<file path="config.mk">
export PLATFORM = sky130hd
export DESIGN_NAME = microcode_bootstrap
export DESIGN_NICKNAME = d
export VERILOG_FILES = /design/src/rtl/microcode_bootstrap.sv
export SDC_FILE = /design/constraint.sdc
export NUM_CORES = 1
export LEC_CHECK = 0
export ABC_AREA = 1
export CAP_MARGIN = 10
export CORE_MARGIN = 4
export CORE_UTILIZATION = 52
export DETAILED_ROUTE_END_ITERATION = 12
export GPL_TIMING_DRIVEN = 1
export PLACE_DENSITY = 0.75
export SLEW_MARGIN = 0
export SYNTH_ARGS = -nofsm -noshare
export SYNTH_HDL_FRONTEND = slang
export SYNTH_SLANG_ARGS = --single-unit
</file>
<file path="constraint.sdc">
create_clock -name CLK -period 1.8 [get_ports CLK]
set_input_delay 0.27 -clock CLK [delete_from_list [all_inputs] [get_ports CLK]]
set_output_delay 0.27 -clock CLK [all_outputs]
set_load 0.02 [all_outputs]
</file>
<file path="src/rtl/microcode_bootstrap.sv">
// -----------------------------------------------------------------------------
// microcode_bootstrap
//
// After reset, copies the microcode image from an external byte-wide boot ROM
// into the control logic's microcode store through its bootstrap port. The
// rest of the CPU is held in reset until the image is loaded. Afterwards the
// store is switched to read mode (N_BOOTED low) and the loader stays idle
// until the next reset.
//
// Per byte: LOAD (1) + WAIT (ROM_WAIT) + WRITE (1) + HOLD (1) cycles. The very
// first LOAD after reset takes one extra cycle to present address 0 with the
// ROM output enabled, because address and enable are registered.
//
// Optional feature (compile-time macro BOOTSTRAP_CHECKSUM_EN):
//   After the last byte, ROM address COUNT is read as a check byte. The 8-bit
//   sum of all image bytes plus the check byte must be zero; otherwise the
//   loader stops in ERROR with BOOT_ERR high and the CPU held in reset.
//   COUNT must then be at most 4095. Without the macro BOOT_ERR is tied low.
//
// Parameters:
//   COUNT    : bytes to copy, 1..4096 (ROM addresses 0..COUNT-1)
//   ROM_WAIT : ROM access wait cycles, 1..15
//
// Ports:
//   CLK            in   system clock, rising edge
//   N_RST          in   asynchronous active-low reset
//   ROM_ADDR       out  [11:0] boot ROM address
//   ROM_N_OE       out  boot ROM output enable, active-low
//   ROM_DATA       in   [7:0] boot ROM data
//   BOOTSTRAP_ADDR out  [11:0] microcode store write address
//   BOOTSTRAP_DATA out  [7:0]  microcode store write data
//   BOOTSTRAP_N_WE out  microcode store write strobe, active-low
//   N_BOOTED       out  low once the image is loaded
//   SYS_N_RST      out  reset for the rest of the CPU, active-low
//   BOOT_ERR       out  checksum failure flag
// -----------------------------------------------------------------------------
module microcode_bootstrap #(
  parameter int COUNT    = 4096,
  parameter int ROM_WAIT = 2
) (
  input  logic        CLK,
  input  logic        N_RST,
  output logic [11:0] ROM_ADDR,
  output logic        ROM_N_OE,
  input  logic [7:0]  ROM_DATA,
  output logic [11:0] BOOTSTRAP_ADDR,
  output logic [7:0]  BOOTSTRAP_DATA,
  output logic        BOOTSTRAP_N_WE,
  output logic        N_BOOTED,
  output logic        SYS_N_RST,
  output logic        BOOT_ERR
);

`ifdef BOOTSTRAP_CHECKSUM_EN
  typedef enum logic [2:0] {
    S_LOAD, S_WAIT, S_WRITE, S_HOLD, S_CHECK, S_DONE, S_ERROR
  } state_e;
`else
  typedef enum logic [2:0] {
    S_LOAD, S_WAIT, S_WRITE, S_HOLD, S_DONE
  } state_e;
`endif

  localparam logic [11:0] LAST_IDX  = 12'(COUNT - 1);
  localparam logic [3:0]  WAIT_LOAD = 4'(ROM_WAIT);

  state_e      state_q;
  logic [11:0] idx_q;
  logic [11:0] idx_d;
  logic [3:0]  wait_q;
  logic [11:0] rom_addr_q;
  logic        rom_n_oe_q;
  logic [11:0] bs_addr_q;
  logic [7:0]  bs_data_q;
  logic        bs_n_we_q;
  logic        n_booted_q;
  logic        sys_n_rst_q;
`ifdef BOOTSTRAP_CHECKSUM_EN
  logic [7:0]  sum_q;
  logic        checking_q;   // set while reading the check byte
  logic        boot_err_q;
`endif

  // idx never wraps: HOLD of idx==LAST_IDX leaves the copy loop before the
  // increment is used, except for the check-byte read where COUNT <= 4095.
  assign idx_d = idx_q + 12'd1;

  // NOTE: state registers use non-blocking assignments so every register in
  // this block samples the pre-edge values of the others, as real flops do.
  always_ff @(posedge CLK or negedge N_RST) begin
    if (!N_RST) begin
      state_q     <= S_LOAD;
      idx_q       <= '0;
      wait_q      <= '0;
      rom_addr_q  <= '0;
      rom_n_oe_q  <= 1'b1;
      bs_addr_q   <= '0;
      bs_data_q   <= '0;
      bs_n_we_q   <= 1'b1;
      n_booted_q  <= 1'b1;
      sys_n_rst_q <= 1'b0;
`ifdef BOOTSTRAP_CHECKSUM_EN
      sum_q       <= '0;
      checking_q  <= 1'b0;
      boot_err_q  <= 1'b0;
`endif
    end else begin
      case (state_q)
        S_LOAD: begin
          // Every LOAD entered from HOLD already has the address presented and
          // the ROM enabled; only the LOAD straight after reset must set them.
          if (rom_n_oe_q) begin
            rom_addr_q <= idx_q;
            rom_n_oe_q <= 1'b0;
          end else begin
            wait_q  <= WAIT_LOAD;
            state_q <= S_WAIT;
          end
        end

        S_WAIT: begin
          wait_q <= wait_q - 4'd1;
          // Exit on the edge that takes the counter to zero: ROM_DATA is
          // sampled here and nowhere else.
          if (wait_q == 4'd1) begin
            rom_n_oe_q <= 1'b1;
`ifdef BOOTSTRAP_CHECKSUM_EN
            sum_q      <= sum_q + ROM_DATA;
            if (checking_q) begin
              state_q <= S_CHECK;
            end else begin
              bs_data_q <= ROM_DATA;
              bs_addr_q <= idx_q;
              bs_n_we_q <= 1'b0;
              state_q   <= S_WRITE;
            end
`else
            bs_data_q  <= ROM_DATA;
            bs_addr_q  <= idx_q;
            bs_n_we_q  <= 1'b0;
            state_q    <= S_WRITE;
`endif
          end
        end

        S_WRITE: begin
          // The store latches on this rising strobe edge; address and data
          // stay put through HOLD.
          bs_n_we_q <= 1'b1;
          state_q   <= S_HOLD;
        end

        S_HOLD: begin
          if (idx_q == LAST_IDX) begin
`ifdef BOOTSTRAP_CHECKSUM_EN
            // Reuse the LOAD/WAIT read path for the check byte at COUNT.
            checking_q <= 1'b1;
            idx_q      <= idx_d;
            rom_addr_q <= idx_d;
            rom_n_oe_q <= 1'b0;
            state_q    <= S_LOAD;
`else
            n_booted_q <= 1'b0;
            state_q    <= S_DONE;
`endif
          end else begin
            idx_q      <= idx_d;
            rom_addr_q <= idx_d;
            rom_n_oe_q <= 1'b0;
            state_q    <= S_LOAD;
          end
        end

`ifdef BOOTSTRAP_CHECKSUM_EN
        S_CHECK: begin
          // sum_q already includes the check byte.
          if (sum_q == 8'd0) begin
            n_booted_q <= 1'b0;
            state_q    <= S_DONE;
          end else begin
            boot_err_q <= 1'b1;
            state_q    <= S_ERROR;
          end
        end

        S_ERROR: begin
          state_q <= S_ERROR;
        end
`endif

        S_DONE: begin
          // Release the CPU one cycle after the store switches to read mode.
          if (!n_booted_q) sys_n_rst_q <= 1'b1;
        end

        default: begin
          state_q <= S_LOAD;
        end
      endcase
    end
  end

  assign ROM_ADDR       = rom_addr_q;
  assign ROM_N_OE       = rom_n_oe_q;
  assign BOOTSTRAP_ADDR = bs_addr_q;
  assign BOOTSTRAP_DATA = bs_data_q;
  assign BOOTSTRAP_N_WE = bs_n_we_q;
  assign N_BOOTED       = n_booted_q;
  assign SYS_N_RST      = sys_n_rst_q;
`ifdef BOOTSTRAP_CHECKSUM_EN
  assign BOOT_ERR       = boot_err_q;
`else
  assign BOOT_ERR       = 1'b0;
`endif

endmodule

</file>
==> summary.md <==
| Metric | Value |
|---|---|
| Unrepaired setup endpoints after global routing | `false` |
| Die area | `approximately 0.0063 mm^2` |
| Synth area leader | `dfrtp_1` |
| Tightest Hold Check Type | `input port to asynchronous set/reset pin` |
| Worst Setup Path Type | `register to primary output` |
| CTS root buf | `clkbuf_8` |
| DR WL met2 | `roughly 2.4 mm` |
| Slowest library cell on the worst path | `clkdlybuf4s50_1` |
| Drt first pass iters | `5` |
| Count leader, synth | `nand2_1` |
| Antenna violations before repair | `0` |
| Final Hold Vio Count | `0` |
| DR vias | `roughly 2.1k` |
| Initial core utilization | `a little over half` |
| Htree depth | `2` |
| Worst Hold Margin | `424.3 ps` |
| VDD IR max | `0.4045 mV` |
| Layout Skew | `roughly 6.3 ps` |
| Routed wl met3 | `262 um` |
| Critical path peak fanout | `3` |
| Main flop type after synthesis | `dfrtp_1` |
| DR WL/cell | `13.02 um` |
| Highest Signal Layer | `met4` |
| Area occupied by multi-input gates | `between 0.001 and 0.0015 mm^2` |
| Sequential Area | `approximately 0.0014 mm^2` |
| PD cells | `about 670 mW/mm^2` |
| First-pass GRT wire length | `around 9.7 mm` |
| CTS tree | `yes` |
| P_int | `1.736 mW` |
| Switching part of the total | `about a fifth` |
| Ant diodes | `0` |
| All-Layer GR Usage | `19.68%` |
| Synthesized flop and latch total | `55` |
| Vias in the first global route | `roughly 2k` |
| Share of cells above drive strength 1 | `a little over an eighth` |
| Syn Inst Count | `~300` |
| Post-synthesis async set-or-reset flop share | `between 90% and 100%` |
| Core area | `0.004817 mm^2` |
| Run status | `finished clean` |
| Crit-path max cell delay | `approximately 600 ps` |
| Largest net degree at the start of global routing | `35` |
| Final setup viols | `0` |
| Avg Cell Area, Syn | `roughly 8.9 um^2` |
| Setup bufs post-CTS | `0` |
| Worst path arrival time | `approximately 1500 ps` |
| Crit path buf inv count | `1` |
| RePlAce Congestion | `around 0.86` |
| Comb pwr share | `~4.1%` |
| Net Switching | `between 0.4 and 0.5 mW` |
| GRT overflow | `0` |
| Routed WL | `~5.4 mm` |
| Rows | `25` |
| Netlist cell types | `34` |
| # clock sinks | `55` |
| Data required, critical path | `1530 ps` |
| Share of Yosys cell area claimed by the top area cell type | `around half` |
| Sequential area share after synthesis | `~53%` |
| CTS buffer count | `5` |
| Max Cap Viol | `0` |
| Crit path time final | `between 1500 and 2000 ps` |
| Area grow syn2layout | `24.87%` |
| Fmax | `a little under 600 MHz` |
| Fin. max-slew vios | `0` |
| Die Height | `approximately 79 um` |
| Number of flops mapped to enable cells by yosys | `0` |
| Total Negative Setup Slacks | `0 ps` |
| Crit-path cells | `clkdlybuf4s50_1` |
| Synth area leaders | `dfrtp_1, nand2_1, nand3_1, dfstp_2, inv_1` |
| Startpoint types | `register` |
| Syn Nets | `a little over 300` |
| Clock Power Share | `between 30 and 40%` |
| Nets | `roughly 360` |
| Commonest cells post-synth | `nand2_1, dfrtp_1, nand3_1` |
| Clk Latency, worst-skew pair | `roughly 310 ps` |
| DRC | `0` |
| Critical Path Sink Type | `primary output` |
| Power share of the sequential group | `about 57%` |
| ANT nets after route | `0` |
| CTS max path bufs | `2` |
| Metal-1 WL | `about 2.7 mm` |
| Synth warn | `0` |
| Largest delay share family, worst path | `buffers and inverters` |
| Period Utilization, post-route | `95.85%` |
| Number of fill cells | `425` |
| Buffers on Ports | `45` |
| Vias/cell | `roughly 5` |
| Overall Power | `roughly 2.2 mW` |
| Ports | `47` |
| Detailed placement HPWL | `~4 mm` |
| Synth Cell Area | `0.002626 mm^2` |
| Drt initial violations | `around 160` |
| Die Width | `between 70 and 80 um` |
| Pleak | `between 1.5 and 2 nW` |
| CTS clock-pin slew for the worst setup and hold paths | `around 90 ps` |
area by class of cell:
class / count / area share [%]
sequential: 55 / 42.12
multi-input combinational: 205 / 32.39
timing repair buffer: 52 / 16.10
inverter: 27 / 3.243
tap: 67 / 2.556
clock buffer: 6 / 2.518
clock inverter: 2 / 1.068
sequential cells by signal (all words and copies together) (netlist names):
| name | flops |
|---|---|
| ROM_N_OE | 1 |
| wait_q | 4 |
| idx_q | 12 |
| BOOTSTRAP_DATA | 8 |
| ROM_ADDR | 12 |
| BOOTSTRAP_ADDR | 12 |
| state_q | 3 |
| BOOTSTRAP_N_WE | 1 |
| N_BOOTED | 1 |
| SYS_N_RST | 1 |
kinds of logic (layout without fill, tap and decap cells):
group	Yosys count	in the layout	synth area share [%]
buffers and inverters	36	87	7.003
adder cells (fa/ha/maj)	3	3	1.429
flip-flops	55	55	52.55
other	1	1	0.1428
XOR/XNOR	7	7	2.334
AND/OR/NAND/NOR	155	155	27.06
AO/OA/AOI/OAI	39	39	9.482
per-stage QoR:
stage | area, um^2 | cells | worst slack [ps] | util [%]
finish | 3279 | 414 | 74.63 | 68.08
global route | 3279 | 414 | 25.97 | 68.08
CTS | 3276 | 414 | 21.53 | 68.00
detailed placement | 3148 | 405 | 196.6 | 65.35
global placement | 3148 | 405 | 311.0 | 65.35
floorplan | 2626 | 296 | 368.5 | -
final timing paths:
path / from / endpoint / slack (ps) / cells after the start
min: N_RST / BOOTSTRAP_DATA[3] / 420 / 2
max: N_BOOTED / N_BOOTED / 70 / 1
max reg2reg: idx_q[0] / ROM_ADDR[1] / 190 / 8
max in group asynchronous: N_RST / idx_q[1] / 830 / 3
min in group CLK: BOOTSTRAP_N_WE / BOOTSTRAP_N_WE / 470 / 2
min reg2reg: BOOTSTRAP_N_WE / BOOTSTRAP_N_WE / 470 / 2
timing repair:
item | 4_1_cts | 5_1_grt
setup endpoints to repair | 0 | 8
hold buffers | 1 | 0
resized for setup | 0 | 2
hold endpoints to repair | 12 | 0
cell usage in the layout (no fill, tap or decap), types with 2 or more instances in the layout:
cell type and n:
inv_1 20, a21oi_2 3, ha_1 3, o22ai_1 2
nand2_1 97, buf_4 4, nor2_1 13, a21oi_1 2
nand2_4 2, inv_2 6, clkdlybuf4s50_1 43, nor2_4 2
dfrtp_1 51, nand3_1 29, o21ai_0 8, nand3_2 2
nand4_1 5, clkbuf_8 6, xor2_1 6, o21ai_2 8
buf_12 2, dfstp_2 3, o21ai_1 12
metal layers:
metal	vias to the layer above	global-route usage, %
li1	1052	-
met1	966	29.01
met2	42	28.79
met3	9	3.741
met4	0	7.388
met5	-	0
power by group through the flow:
stage,combinational [mW],sequential (mW),clock [mW]
CTS,0.0926,1.25,0.863
global placement,0.0896,1.27,0
finish,0.0895,1.25,0.845
global route,0.0997,1.25,0.918
detailed placement,0.0908,1.27,0
floorplan,0.00990,1.28,0
Power figures use the tool's default switching activity.
